$ cat src/rtl/mac_row_feeder.sv
// Row feeder for the dual adder-tree vector MAC: walks A rows and the shared B vector
// through two chunk-wide SRAM ports and streams tail-masked chunks back-to-back.
module mac_row_feeder #(
  parameter int WIDTH    = 16,
  parameter int N        = 8,
  parameter int NUM_MACS = 2,
  parameter int ADDR_W   = 16
) (
  input  logic                          clk,
  input  logic                          rst,
  input  logic                          cmd_valid,
  output logic                          cmd_ready,
  input  logic [ADDR_W-1:0]             cmd_base_a,
  input  logic [ADDR_W-1:0]             cmd_base_b,
  input  logic [31:0]                   cmd_row_size,
  input  logic [15:0]                   cmd_num_rows,
  output logic                          mem_rd_en,
  output logic [ADDR_W-1:0]             mem_addr_a,
  output logic [ADDR_W-1:0]             mem_addr_b,
  input  logic [NUM_MACS*N*WIDTH-1:0]   mem_rdata_a,
  input  logic [NUM_MACS*N*WIDTH-1:0]   mem_rdata_b,
  output logic                          start,
  output logic [NUM_MACS*N*WIDTH-1:0]   vector_a,
  output logic [NUM_MACS*N*WIDTH-1:0]   vector_b,
  output logic [31:0]                   row_size,
  output logic                          row_last,
  output logic                          busy,
  output logic                          feed_done
);

  localparam int CHUNK = NUM_MACS*N;
  localparam int LOG2  = $clog2(CHUNK);
  localparam logic [LOG2:0] CHUNK_V = (LOG2+1)'(CHUNK);

  localparam logic [1:0] S_IDLE  = 2'd0;
  localparam logic [1:0] S_ISSUE = 2'd1;
  localparam logic [1:0] S_DRAIN = 2'd2;

  logic [1:0]        state_q, state_d;
  logic [ADDR_W-1:0] addr_a_q, addr_a_d, addr_b_q, addr_b_d, base_b_q, base_b_d;
  logic [31:0]       row_size_q, row_size_d, cpr_q, cpr_d, k_q, k_d;
  logic [15:0]       rows_q, rows_d;
  logic [LOG2:0]     tail_q, tail_d, keep_q, keep_d;
  logic              start_q, start_d, last_q, last_d, done_q, done_d;

  // Chunks per row and tail length straight from the shift/mask split of row_size.
  logic [31:0]   cmd_cpr;
  logic [LOG2:0] cmd_tail;
  assign cmd_cpr  = (cmd_row_size >> LOG2) + {31'd0, |cmd_row_size[LOG2-1:0]};
  assign cmd_tail = (|cmd_row_size[LOG2-1:0]) ? {1'b0, cmd_row_size[LOG2-1:0]} : CHUNK_V;

  assign cmd_ready = (state_q == S_IDLE) && !done_q;

  always_comb begin
    state_d    = state_q;
    addr_a_d   = addr_a_q;
    addr_b_d   = addr_b_q;
    base_b_d   = base_b_q;
    row_size_d = row_size_q;
    cpr_d      = cpr_q;
    k_d        = k_q;
    rows_d     = rows_q;
    tail_d     = tail_q;
    keep_d     = CHUNK_V;
    start_d    = 1'b0;
    last_d     = 1'b0;
    done_d     = 1'b0;
    case (state_q)
      S_IDLE: begin
        if (cmd_valid && cmd_ready) begin
          row_size_d = cmd_row_size;
          cpr_d      = cmd_cpr;
          tail_d     = cmd_tail;
          rows_d     = cmd_num_rows;
          addr_a_d   = cmd_base_a;
          addr_b_d   = cmd_base_b;
          base_b_d   = cmd_base_b;
          k_d        = 32'd0;
          if (cmd_row_size == 32'd0 || cmd_num_rows == 16'd0) done_d = 1'b1;
          else                                                state_d = S_ISSUE;
        end
      end
      S_ISSUE: begin
        // The read issued this cycle lands next cycle, so its flags are staged alongside it.
        start_d  = 1'b1;
        addr_a_d = addr_a_q + ADDR_W'(1);
        if (k_q == cpr_q - 32'd1) begin
          last_d   = 1'b1;
          keep_d   = tail_q;
          k_d      = 32'd0;
          addr_b_d = base_b_q;
          rows_d   = rows_q - 16'd1;
          if (rows_q == 16'd1) state_d = S_DRAIN;
        end else begin
          k_d      = k_q + 32'd1;
          addr_b_d = addr_b_q + ADDR_W'(1);
        end
      end
      S_DRAIN: begin
        state_d = S_IDLE;
        done_d  = 1'b1;
      end
      default: state_d = S_IDLE;
    endcase
  end

  always_ff @(posedge clk or negedge rst) begin
    if (!rst) begin
      state_q    <= S_IDLE;
      addr_a_q   <= '0;
      addr_b_q   <= '0;
      base_b_q   <= '0;
      row_size_q <= '0;
      cpr_q      <= '0;
      k_q        <= '0;
      rows_q     <= '0;
      tail_q     <= '0;
      keep_q     <= '0;
      start_q    <= 1'b0;
      last_q     <= 1'b0;
      done_q     <= 1'b0;
    end else begin
      state_q    <= state_d;
      addr_a_q   <= addr_a_d;
      addr_b_q   <= addr_b_d;
      base_b_q   <= base_b_d;
      row_size_q <= row_size_d;
      cpr_q      <= cpr_d;
      k_q        <= k_d;
      rows_q     <= rows_d;
      tail_q     <= tail_d;
      keep_q     <= keep_d;
      start_q    <= start_d;
      last_q     <= last_d;
      done_q     <= done_d;
    end
  end

  assign mem_rd_en  = (state_q == S_ISSUE);
  assign mem_addr_a = addr_a_q;
  assign mem_addr_b = addr_b_q;
  assign start      = start_q;
  assign row_last   = last_q;
  assign row_size   = row_size_q;
  assign feed_done  = done_q;
  assign busy       = (state_q != S_IDLE) || done_q;

  // SRAM data passes straight through; gating by start_q drops stale data on reset.
  for (genvar e = 0; e < CHUNK; e++) begin : g_elem
    localparam logic [LOG2:0] EIDX = (LOG2+1)'(e);
    logic keep;
    assign keep = start_q && (EIDX < keep_q);
    assign vector_a[e*WIDTH +: WIDTH] = keep ? mem_rdata_a[e*WIDTH +: WIDTH] : '0;
    assign vector_b[e*WIDTH +: WIDTH] = keep ? mem_rdata_b[e*WIDTH +: WIDTH] : '0;
  end

endmodule

$ cat config.mk
export PLATFORM = sky130hd
export DESIGN_NAME = mac_row_feeder
export DESIGN_NICKNAME = d
export VERILOG_FILES = /design/src/rtl/mac_row_feeder.sv
export SDC_FILE = /design/constraint.sdc
export NUM_CORES = 1
export LEC_CHECK = 0
export CORE_AREA = 2 2 456 458
export CTS_CLUSTER_SIZE = 25
export DETAILED_ROUTE_END_ITERATION = 16
export DIE_AREA = 0 0 458 460
export DONT_BUFFER_PORTS = 1
export GPL_TIMING_DRIVEN = 0
export MAX_ROUTING_LAYER = met4
export PLACE_DENSITY = 0.3
export SLEW_MARGIN = 0
export SYNTH_ARGS = -nofsm -noshare
export SYNTH_HDL_FRONTEND = slang
export SYNTH_SLANG_ARGS = --single-unit
export TNS_END_PERCENT = 5
$ cat constraint.sdc
create_clock -name clk -period 6.5 [get_ports clk]
set_input_delay 1.625 -clock clk [delete_from_list [all_inputs] [get_ports clk]]
set_output_delay 1.625 -clock clk [all_outputs]
set_load 0.01 [all_outputs]
==> summary.txt, run 1 <==
Status
  • Status: did not finish
  • Failing step: global placement
  • Error msg: [ERROR GPL-0305] RePlAce diverged during gradient descent calculation, resulting in an invalid step length (Inf or NaN). This is often caused by numerical instability ...

Synth
  • Yosys reg bits: 172
  • Synthesized Nets: 2369
  • Leading register cell type out of synthesis: dfrtp_1
  • Cells after Synth: 1766
  • Share of the synthesized area in the top cell type: 32.0%
  • Post-synth EDFFs: 0
  • Ys Warns: 0
  • Area leader, netlist: dfrtp_1
  • Syn Area/Cell: 7.61 sq um
  • Ys async rst share: 100%
  • Synth area leaders: dfrtp_1 32%, and2_1 21%, nand2_1 7.1%
  • Post-synthesis sequential area ratio: 32.0%
  • Post-Syn Area: 13400 sq um
  • Cell variety after synth: 75

Floorplanning
  • I/O pins: 1177
  • Die X: 458 um
  • Row count: 167
  • Die height: 460 um
  • Initial Util: 6.52%

Placement
  • I/O Buffers: 0
-- kinds of logic after synthesis --
logic type,count (synthesis),share of synthesized area (%)
buffers and inverters,145,4.18
DFF,172,32.0
AOI/OAI and AO/OA,246,11.5
adders and majority gates,8,0.745
xor gates and xnor gates,85,5.54
and+or+nand+nor,1098,45.0
muxes,12,0.922
-- synth_stat cells, drive strengths merged (4+ instances only) --
master	number
o211ai	5
a31oi	18
o22ai	14
nand3b	4
inv	26
nand4b	4
a31o	7
and3	61
dfrtp	172
or2	4
a311oi	6
nor4b	4
ha	8
xor2	46
clkbuf	101
nand2	254
o31a	5
buf	18
and2	459
nand3	60
xnor2	39
nor2b	37
nand2b	17
or3	10
nor4	28
nand4	21
o21a	5
a21oi	57
or4	9
o21ai	78
a22o	5
nor2	89
nor3	26
mux2i	9
a211oi	11
==> run 2: changes to the inputs <==
==> config.mk (replaced) <==
export PLATFORM = sky130hd
export DESIGN_NAME = mac_row_feeder
export DESIGN_NICKNAME = d
export VERILOG_FILES = /design/src/rtl/mac_row_feeder.sv
export SDC_FILE = /design/constraint.sdc
export NUM_CORES = 1
export LEC_CHECK = 0
export CORE_AREA = 2 2 462 464
export DETAILED_ROUTE_END_ITERATION = 16
export DIE_AREA = 0 0 464 466
export DONT_BUFFER_PORTS = 1
export GPL_TIMING_DRIVEN = 0
export PLACE_DENSITY_LB_ADDON = 0.15
export SLEW_MARGIN = 0
export SYNTH_ARGS = -nofsm -noshare
export SYNTH_HDL_FRONTEND = slang
export SYNTH_SLANG_ARGS = --single-unit
export TNS_END_PERCENT = 5
==> run 2 against run 1 <==
Effect of this change: the run now ends clean; synthesized cell count did not move; synthesized area did not move.
==> summary.txt, run 2 <==
Synth
  • Post-Syn Area: 13400 sq um (unchanged)
  • Synthesized Nets: 2369 (unchanged)
  • Cell variety after synth: 75 (unchanged)
  • Leading register cell type out of synthesis: dfrtp_1 (unchanged)
  • Syn Area/Cell: 7.61 sq um (unchanged)
  • Post-synthesis sequential area ratio: 32.0% (unchanged)
  • Synth area leaders: dfrtp_1 32%, and2_1 21%, nand2_1 7.1% (unchanged)
  • Synth cell count leaders: 459 x and2_1, 254 x nand2_1, 172 x dfrtp_1, 101 x clkbuf_1, 88 x nor2_1 (unchanged)
  • Ys Warns: 0 (unchanged)
  • Cells after Synth: 1766 (unchanged)
  • Most common cell in the netlist: and2_1 (unchanged)
  • Post-synth EDFFs: 0 (unchanged)
  • Share of the synthesized area in the top cell type: 32.0% (unchanged)
  • Ys async rst share: 100% (unchanged)
  • Area leader, netlist: dfrtp_1 (unchanged)
  • Yosys reg bits: 172 (unchanged)

Timing
  • Final Skew: between 0.02 and 0.025 ns
  • Fmax: 165 MHz
  • Max_slew headroom: 7.57%
  • Worst-margin pin slew: 1.38 ns
  • Final hold vios: 0
  • Period Utilization, post-route: 93.4%
  • Min cycle time layout: 6.07 ns
  • RSZ-0062 raised after global routing: no
  • Setup_tns: 0 ns
  • Endpoints failing setup: 0
  • Count of pins over their slew limit: 0

Routing
  • Initial DRC Count: 1268
  • Post-route DRC: 0
  • Final wirelength: between 200 and 250 mm
  • Vias: about 16k
  • DR vias/cell: around 3.3
  • Detailed Routing Iterations Pass 1: 5
  • Routed len/inst: 47.5 um
  • ANT nets after route: 0

Critical path
  • CP required: 4.88 ns
  • Crit. Startpoint: start
  • Worst Path Arrival: around 4.5 ns
  • Setup crit end: vector_b[99]
  • R2R Path End: rows_q[1]
  • Setup slack, reg-to-reg: 1.23 ns
  • Startpoint Class: flop
  • Reg2reg path depth: 12
  • Critical path class: reg2out
  • Crit-path max FO: 10
  • Nature of the critical path endpoint: output port
  • Worst reg2reg startpoint: cpr_q[0]

Status
  • Status: complete, no violations (was did not finish)

Floorplanning
  • Die X: 464 um (was 458 um)
  • I/O pins: 1177 (unchanged)
  • Full die area: ~220000 sq um
  • Core ar.: 211000 sq um
  • Die height: 466 um (was 460 um)
  • Row count: 169 (was 167)
  • Initial Util: 6.36% (was 6.52%)

Global route
  • Number of global-route vias before repair: 14.2k
  • First-pass GRT wire length: 265 mm
  • Initial antenna violation count: 320
  • Largest net degree at the start of global routing: 173
  • Total GRT Usage: 20.5%
  • Grt total ovfl: 0

Flow run
  • Max cap viols: 0

Layout
  • Area growth, synth to finish: 35.4%
  • Fillers: 24.8k
  • Commonest non-fill, non-tap cells in the layout: 459 x and2_1, 254 x nand2_1, 172 x dfrtp_1
  • Share of cells above drive strength 1: 4.00%
  • Commonest non-fill, non-tap cell in the layout: and2_1
  • Post-Route Utilization: under 10%
  • Layout Nets: 2389

Hold path
  • Worst Hold Class: reg2reg

Power and ir drop
  • Power Dens Cells: 305 nW/um^2
  • Worst vdd ir: 0.166 mV
  • Pleak: 0.00602 uW

Placement
  • Placer Congestion: around 1.1
  • I/O Buffers: 0 (unchanged)
  • Detailed Place HPWL: 213 mm

Clock network
  • CTS buffer count: 17
  • Clock Sink Count: around 170
  • Clock slew at the register clock pins of the worst setup and hold paths: 0.10 ns
  • Worst-skew pair later-pin latency: 0.52 ns
  • Longest Clk Path Bufs: 2
  • CTS tree: done
  • H-Tree Depth: 4
  • Setup bufs post-CTS: 0
  • Clk root buf: clkbuf_16
-- run 2: cell counts after synthesis --
Identical to the previous run, type by type.
-- run 2: how the worst min path moves through the flow --
stage           startpoint          end  slack (ns)  depth (start not counted)
3_5_place_dp     tail_q[2]    tail_q[2]        0.46                          2
5_1_grt          tail_q[2]    tail_q[2]        0.50                          2
2_1_floorplan    tail_q[0]    tail_q[0]        0.44                          2
6_report         tail_q[2]    tail_q[2]        0.48                          2
3_3_place_gp   base_b_q[1]  base_b_q[1]        0.46                          2
4_1_cts          tail_q[2]    tail_q[2]        0.48                          2
-- run 2: cell type report --
| cell class | count | area [sq um] | share of cell area, % |
|---|---|---|---|
| buffer | 119 | 465 | 2.56 |
| antenna | 231 | 578 | 3.18 |
| clock inverter | 15 | 193 | 1.06 |
| clock buffer | 17 | 425 | 2.34 |
| multi-input combinational | 1449 | 8580 | 47.2 |
| inverter | 26 | 97.6 | 0.537 |
| sequential | 172 | 4300 | 23.7 |
| timing repair buffer | 1 | 7.51 | 0.0413 |
| tap | 2821 | 3530 | 19.4 |
-- run 2: cell families after synthesis --
| logic type | after synthesis | synth area share, % |
|---|---|---|
| DFF | 172 | 32.0 |
| AOI/OAI and AO/OA | 246 | 11.5 |
| adders and majority gates | 8 | 0.745 |
| muxes | 12 | 0.922 |
| buffers and inverters | 145 | 4.18 |
| and+or+nand+nor | 1098 | 45.0 |
| xor gates and xnor gates | 85 | 5.54 |
-- run 2: timing repair --
action,4_1_cts,5_1_grt
setup endpoints to repair,4,0
resized for setup,1,0
hold buffers,0,0
-- run 2: worst max-delay path: stages, from the launching register on --
cell      delay (ns)
dfrtp_1         0.96
nor2b_2         0.67
a31o_2          0.43
o31a_1          0.76
clkbuf_1        0.37
and2_1          0.64
-- run 2: where the power goes --
group          leakage [uW]  internal (uW)  switching [uW]
Sequential          0.00213           1400             605
Combinational       0.00360            676            1720
Clock              0.000297            524             626
Total               0.00602           2600            2950
-- run 2: layer usage --
metal,wire length [um],track usage [%],vias to the layer above
li1,-,-,6259
met1,83400,22.1,7818
met2,114000,36.1,1237
met3,23100,8.33,480
met4,9570,6.46,84
met5,549,0.966,-
-- run 2: stage by stage --
step / std cells / worst slack, ns / total power, uW / hold slack (ns) / area (sq um)
3_5_place_dp: 4588 / 0.527 / 4500 / 0.459 / 17000
6_report: 4851 / 0.430 / 5550 / 0.475 / 18200
3_3_place_gp: 4587 / 0.533 / 4530 / 0.462 / 17000
4_1_cts: 4620 / 0.210 / 5700 / 0.482 / 17600
5_1_grt: 4754 / 0.245 / 5890 / 0.497 / 17900
2_1_floorplan: 1766 / 2.85 / 3150 / 0.438 / 13400
Power figures use the tool's default switching activity.
